`src/rtl/serial_full_adder.sv`:
```
// rtl/serial_full_adder.sv - bit-serial LSB-first adder with start/busy/done handshake
module serial_full_adder #(
  parameter int WIDTH = 8
) (
  input  logic             clk,
  input  logic             rst,
  input  logic             start,
  input  logic [WIDTH-1:0] a,
  input  logic [WIDTH-1:0] b,
  input  logic             cin,
  output logic             busy,
  output logic             done,
  output logic [WIDTH-1:0] sum,
  output logic             cout,
  output logic             ser_sum,
  output logic             ser_valid
);

  // Counter must be at least one bit wide so WIDTH=1 still elaborates.
  localparam int CW = (WIDTH > 1) ? $clog2(WIDTH) : 1;
  localparam logic [CW-1:0] LAST = CW'(WIDTH - 1);

  typedef enum logic [1:0] {
    IDLE = 2'd0,
    RUN  = 2'd1,
    DONE = 2'd2
  } state_t;

  state_t           state;
  logic [WIDTH-1:0] shift_a;
  logic [WIDTH-1:0] shift_b;
  logic [WIDTH-1:0] acc;
  logic             carry;
  logic [CW-1:0]    count;

  logic             s;
  logic             c;
  logic [WIDTH:0]   acc_ext;
  logic [WIDTH-1:0] acc_next;

  // One full-adder cell on the operand LSBs plus the next accumulator value.
  // The accumulator shift goes through a WIDTH+1 wide temporary so WIDTH=1
  // needs no special slicing.
  always_comb begin
    s        = shift_a[0] ^ shift_b[0] ^ carry;
    c        = (shift_a[0] & shift_b[0]) | (shift_a[0] & carry) | (shift_b[0] & carry);
    acc_ext  = {s, acc};
    acc_next = acc_ext[WIDTH:1];
  end

  // Serial bit is only meaningful while processing; forced low elsewhere.
  always_comb begin
    ser_sum = (state == RUN) ? s : 1'b0;
  end

  // Control FSM and datapath registers; all handshake outputs are registered.
  always_ff @(posedge clk) begin
    if (rst) begin
      state     <= IDLE;
      busy      <= 1'b0;
      ser_valid <= 1'b0;
      done      <= 1'b0;
      sum       <= '0;
      cout      <= 1'b0;
      shift_a   <= '0;
      shift_b   <= '0;
      acc       <= '0;
      carry     <= 1'b0;
      count     <= '0;
    end else begin
      case (state)
        IDLE: begin
          done <= 1'b0;
          if (start) begin
            shift_a   <= a;
            shift_b   <= b;
            carry     <= cin;
            count     <= '0;
            state     <= RUN;
            busy      <= 1'b1;
            ser_valid <= 1'b1;
          end
        end

        RUN: begin
          // start is deliberately not looked at here.
          carry   <= c;
          acc     <= acc_next;
          shift_a <= shift_a >> 1;
          shift_b <= shift_b >> 1;
          count   <= count + CW'(1);
          if (count == LAST) begin
            sum       <= acc_next;
            cout      <= c;
            state     <= DONE;
            busy      <= 1'b0;
            ser_valid <= 1'b0;
            done      <= 1'b1;
          end
        end

        DONE: begin
          done <= 1'b0;
          if (start) begin
            shift_a   <= a;
            shift_b   <= b;
            carry     <= cin;
            count     <= '0;
            state     <= RUN;
            busy      <= 1'b1;
            ser_valid <= 1'b1;
          end else begin
            state <= IDLE;
          end
        end

        default: begin
          state     <= IDLE;
          busy      <= 1'b0;
          ser_valid <= 1'b0;
          done      <= 1'b0;
        end
      endcase
    end
  end

endmodule

```
`config.mk`:
```
export PLATFORM = sky130hd
export DESIGN_NAME = serial_full_adder
export DESIGN_NICKNAME = d
export VERILOG_FILES = /design/src/rtl/serial_full_adder.sv
export SDC_FILE = /design/constraint.sdc
export NUM_CORES = 1
export LEC_CHECK = 0
export ABC_AREA = 1
export CAP_MARGIN = 20
export CELL_PAD_IN_SITES_DETAIL_PLACEMENT = 0
export CELL_PAD_IN_SITES_GLOBAL_PLACEMENT = 1
export CORE_UTILIZATION = 36
export DETAILED_ROUTE_END_ITERATION = 6
export PLACE_DENSITY = 0.84
export SLEW_MARGIN = 5
export SYNTH_ARGS = -nofsm -noshare
export SYNTH_HDL_FRONTEND = slang
export SYNTH_SLANG_ARGS = --single-unit
```
`constraint.sdc`:
```
create_clock -name clk -period 1.56 [get_ports clk]
set_clock_uncertainty 0.1 [all_clocks]
set_input_delay 0.312 -clock clk [delete_from_list [all_inputs] [get_ports clk]]
set_output_delay 0.312 -clock clk [all_outputs]
set_load 0.05 [all_outputs]
```
# Word-level counts from Yosys, hierarchy flattened
# Cells that the tools add are included.
# totals
reg_bits	41
ram_bits	0
mem_count	0
out_inout_bits	13
input_bits	20
mem_bits_ro	0
latchBits	0
wordCells	49
# classes
magnitude_cmp	0
shifts	0
multipliers	0
div	0
addsub	1
bitwise	8
n_eq_ne	6
n_reduce_logical	8
mux	16
# op_table
op	count
$pmux W8 S2	2
$mux W8	2
$reduce_and A2 Y1	4
$pmux W2 S3	1
$pmux W3 S2	1
$mux W1	5
$mux W2	2
$ne A2 B1 Y1 const B	2
$pmux W1 S2	2
$reduce_or A2 Y1	2
$add A3 B1 Y3 const B	1
$and A1 B1 Y1	3
$eq A3 B3 Y1 const B	1
$mux W3	1
$eq A2 B1 Y1 const B	1
$eq A2 B2 Y1 const B	1
$logic_not A2 Y1	1
$ne A2 B2 Y1 const B	1
$or A1 B1 Y1	2
$reduce_bool A2 Y1	1
$xor A1 B1 Y1	2
$not A1 Y1	1

# Depth between registers and ports, before layout
# logic_depth
word_depth	4
depth_mapped	8
depth_no_buf	6

# Least setup slack after synthesis
# No wires, ideal clock.
# synth_path
path_type	reg2out
startpoint	register shift_a[0]
endpoint	output port ser_sum
stages_incl_launch_ff	4
setup_slack_ns	-0.084
required_time_ns	1.148
path_buffers	0
arrival_ns	1.232
cell_sequence	dfxtp_1 > fa_1 > nand2_1 > inv_1
# synth_via
elab_chain_cells	3
# synth_rtl
element	line_no	source
start: declaration	30	logic [WIDTH-1:0] shift_a;
start signal: assignment	89	shift_a <= shift_a >> 1;
$xor A1 B1 Y1 (2 in a row)	45	s = shift_a[0] ^ shift_b[0] ^ carry;
net s	36	logic s;
$mux W1	53	ser_sum = (state == RUN) ? s : 1'b0;
end: declaration	15	output logic ser_sum,
# The timed path passes the listed nets, and every way through them passes these cells.

# Final worst setup path
# Same ends and word-level chain as after synthesis.

==> flow_summary.toml <==
[placed_design]
place_ws_ns = -0.04473
hpwl_um = 2659
port_buffers = 32
globalplace.congestion = 0.7545

[floorplanning]
pin_count = 33
die_y_um = 72.62
die_w_um = 72.62
initial_core_util = 0.3776
rows = 25
coreArea_sq_um = 4755
die-area_sq_um = 5274

[critical_path]
cp.required_ns = 1.15
cp_data_arrival_time_ns = 1.51
path_class = "register to primary output"
cpPeakStageDelay_ns = 0.50
crit_path_end_kind = "primary output"
slowest_stage = "fa_1"
cp-start-kind = "register"
reg2reg_depth = 6
crit_chain = "fa_1 > nand2_2 > clkinvlp_4 > buf_12"
crit_path_max_fanout = 2

[power_and_ir_drop]
leakagePower_nw = 1.093
p_total_mw = 2.448
power_per_cell_area_nw_per_um2 = 991.6
ir_worst_vdd_v = 0.0005524

[sta]
setup_ws_ns = -0.3616
hold_viol = 0
rsz0062_at_grt = "true"
setup_violations = 1
maxSlewHeadroom = 0.7994
post-route-period-util = 1.232
tightest_slew_ns = 0.3005
fin_crit_ns = 1.922
fmax_mhz = 520.4
slew_viol_final = 0

[global_routing]
overflow = 0
antenna_found_initial = 0
grt_pass1_wl_um = 6782
grtUsageTotal = 0.1664
grt_pass1_vias = 1446
grt_max_degree = 19

[hold_path]
hp-class = "register to register"
whs_path_depth = 2

[synth]
ys_ff_latch = 40
synth_area_leaders = "dfxtp_1 45%, nand2_1 17%, nor2_1 9.6%, nand3_1 7.8%, inv_1 4.2%"
yosysSeqAreaShare = 0.4460
syn_avg_cell_area_sq_um = 6.879
synthTopCellsByCount = "80 x nand2_1, 46 x nor2_1, 40 x dfxtp_1, 28 x nand3_1, 20 x inv_1"
synth_cell_type_count = 22
async_flop_share = 0
synth_edf_count = 0
syn_area_sq_um = 1795
synthFlopType = "dfxtp_1"
syn_inst = 261
synth_warnings = 0
yosysMostFrequentCell = "nand2_1"
yosysTopAreaCellShare = 0.4460
syn_nets = 284
yosysTopAreaCell = "dfxtp_1"

[cells_and_area]
fillers = 469
area.growth.synth_to_final_pct = 37.49
fin_nets = 321
drive_above_1_share = 0.1505
diodes = 0

[routing]
drt_iter0_markers = 95
ant_nets = 0
drc = 0
wl_per_cell_um = 11.14
vias = 1648
vias_per_cell = 4.503
dr.pass1.iters = 4
drt-total-wl_um = 4079

[clock_tree]
ctsHtreeMaxLevel = 2
cts_root_buf = "clkbuf_8"
clk_pin_slew_ns = 0.08
cts_buffer_depth = 2
clk_latency_ns = 0.29
holdBufCountCts = 0
cts_buffers = 5
clock_sinks = 40
cts_tree = "yes"

[run_status]
outcome = "finished with violations"
violations = "setup timing"

[flow_run]
maxCapViolations = 0
area by class of cell:
cell class / count / area, sq um / share of cell area
clock inverters: 3 / 42.54 / 0.01723
multi-input cells: 184 / 820.8 / 0.3325
clock buffers: 5 / 68.82 / 0.02788
well taps: 67 / 83.83 / 0.03396
repair buffers: 44 / 553.0 / 0.2240
flip-flops and latches: 40 / 803.3 / 0.3254
inverters: 23 / 96.34 / 0.03903
cells by family after synthesis:
group                    after synthesis  synth area share
AND/OR/NAND/NOR                      160            0.3693
flip-flops                            40            0.4460
buffers and inverters                 37            0.1010
AO/OA/AOI/OAI                         21           0.05854
adder cells (fa/ha/maj)                3           0.02509
registers in the layout, summed over array words and instances (netlist names):
register / count
acc: 7
ser_valid: 1
carry: 1
sum: 8
count: 3
shift_b: 8
state: 2
done: 1
cout: 1
shift_a: 8
placed cells by master, fill, tap and decap left out, types with 2 or more instances in the layout:
cell,n
a21oi_1,13
buf_12,14
buf_4,11
clkbuf_8,5
clkdlybuf4s50_1,19
clkinv_2,2
clkinvlp_4,2
dfxtp_1,38
dfxtp_2,2
ha_1,2
inv_1,19
nand2_1,79
nand2_2,2
nand3_1,28
nor2_1,46
nor2_4,2
o21ai_0,8
what timing repair did:
item,CTS,global route
setup buffers,1,1
resized for setup,1,2
pin swaps,2,2
setup endpoints to repair,1,2
gates cloned,0,0
worst paths after layout:
check              endpoint  startpoint  slack [ns]
setup / recovery    ser_sum  shift_a[0]       -0.36
hold / removal       sum[5]      acc[6]        0.38
setup reg to reg  ser_valid    state[0]        0.11
hold reg to reg      sum[5]      acc[6]        0.38
critical path, delay by kind of cell, from the launching register on:
kind	cells	cell delay, ns
buf+inv	2	0.25
simple gates	1	0.13
fa+ha+maj	1	0.50
flops	1	0.34
where the power goes:
group	switching, mW	total (mW)	internal [mW]
Sequential	0.0469	1.14	1.09
Clock	0.380	0.853	0.474
Combinational	0.248	0.456	0.208
Total	0.675	2.45	1.77
per-layer routing:
layer  wire, um  GRT usage  up-vias
met2       1706     0.2368       47
met5          0          0        -
li1           -          -      877
met1       2191     0.2472      722
met4         13    0.05882        0
met3        167    0.03453        2
stage by stage:
step | instance area [sq um] | std cells | hold slack [ns] | util | TNS (ns)
6_report | 2469 | 366 | 0.3844 | 0.5192 | -0.3616
2_1_floorplan | 1802 | 261 | 0.2811 | - | 0
5_1_grt | 2469 | 366 | 0.4017 | 0.5192 | -0.3934
3_5_place_dp | 2335 | 356 | 0.3686 | 0.4911 | -0.1750
3_3_place_gp | 2335 | 356 | 0.3642 | 0.4911 | -0.03021
4_1_cts | 2455 | 365 | 0.3824 | 0.5163 | -0.3520
(Power assumes the default switching activity.)
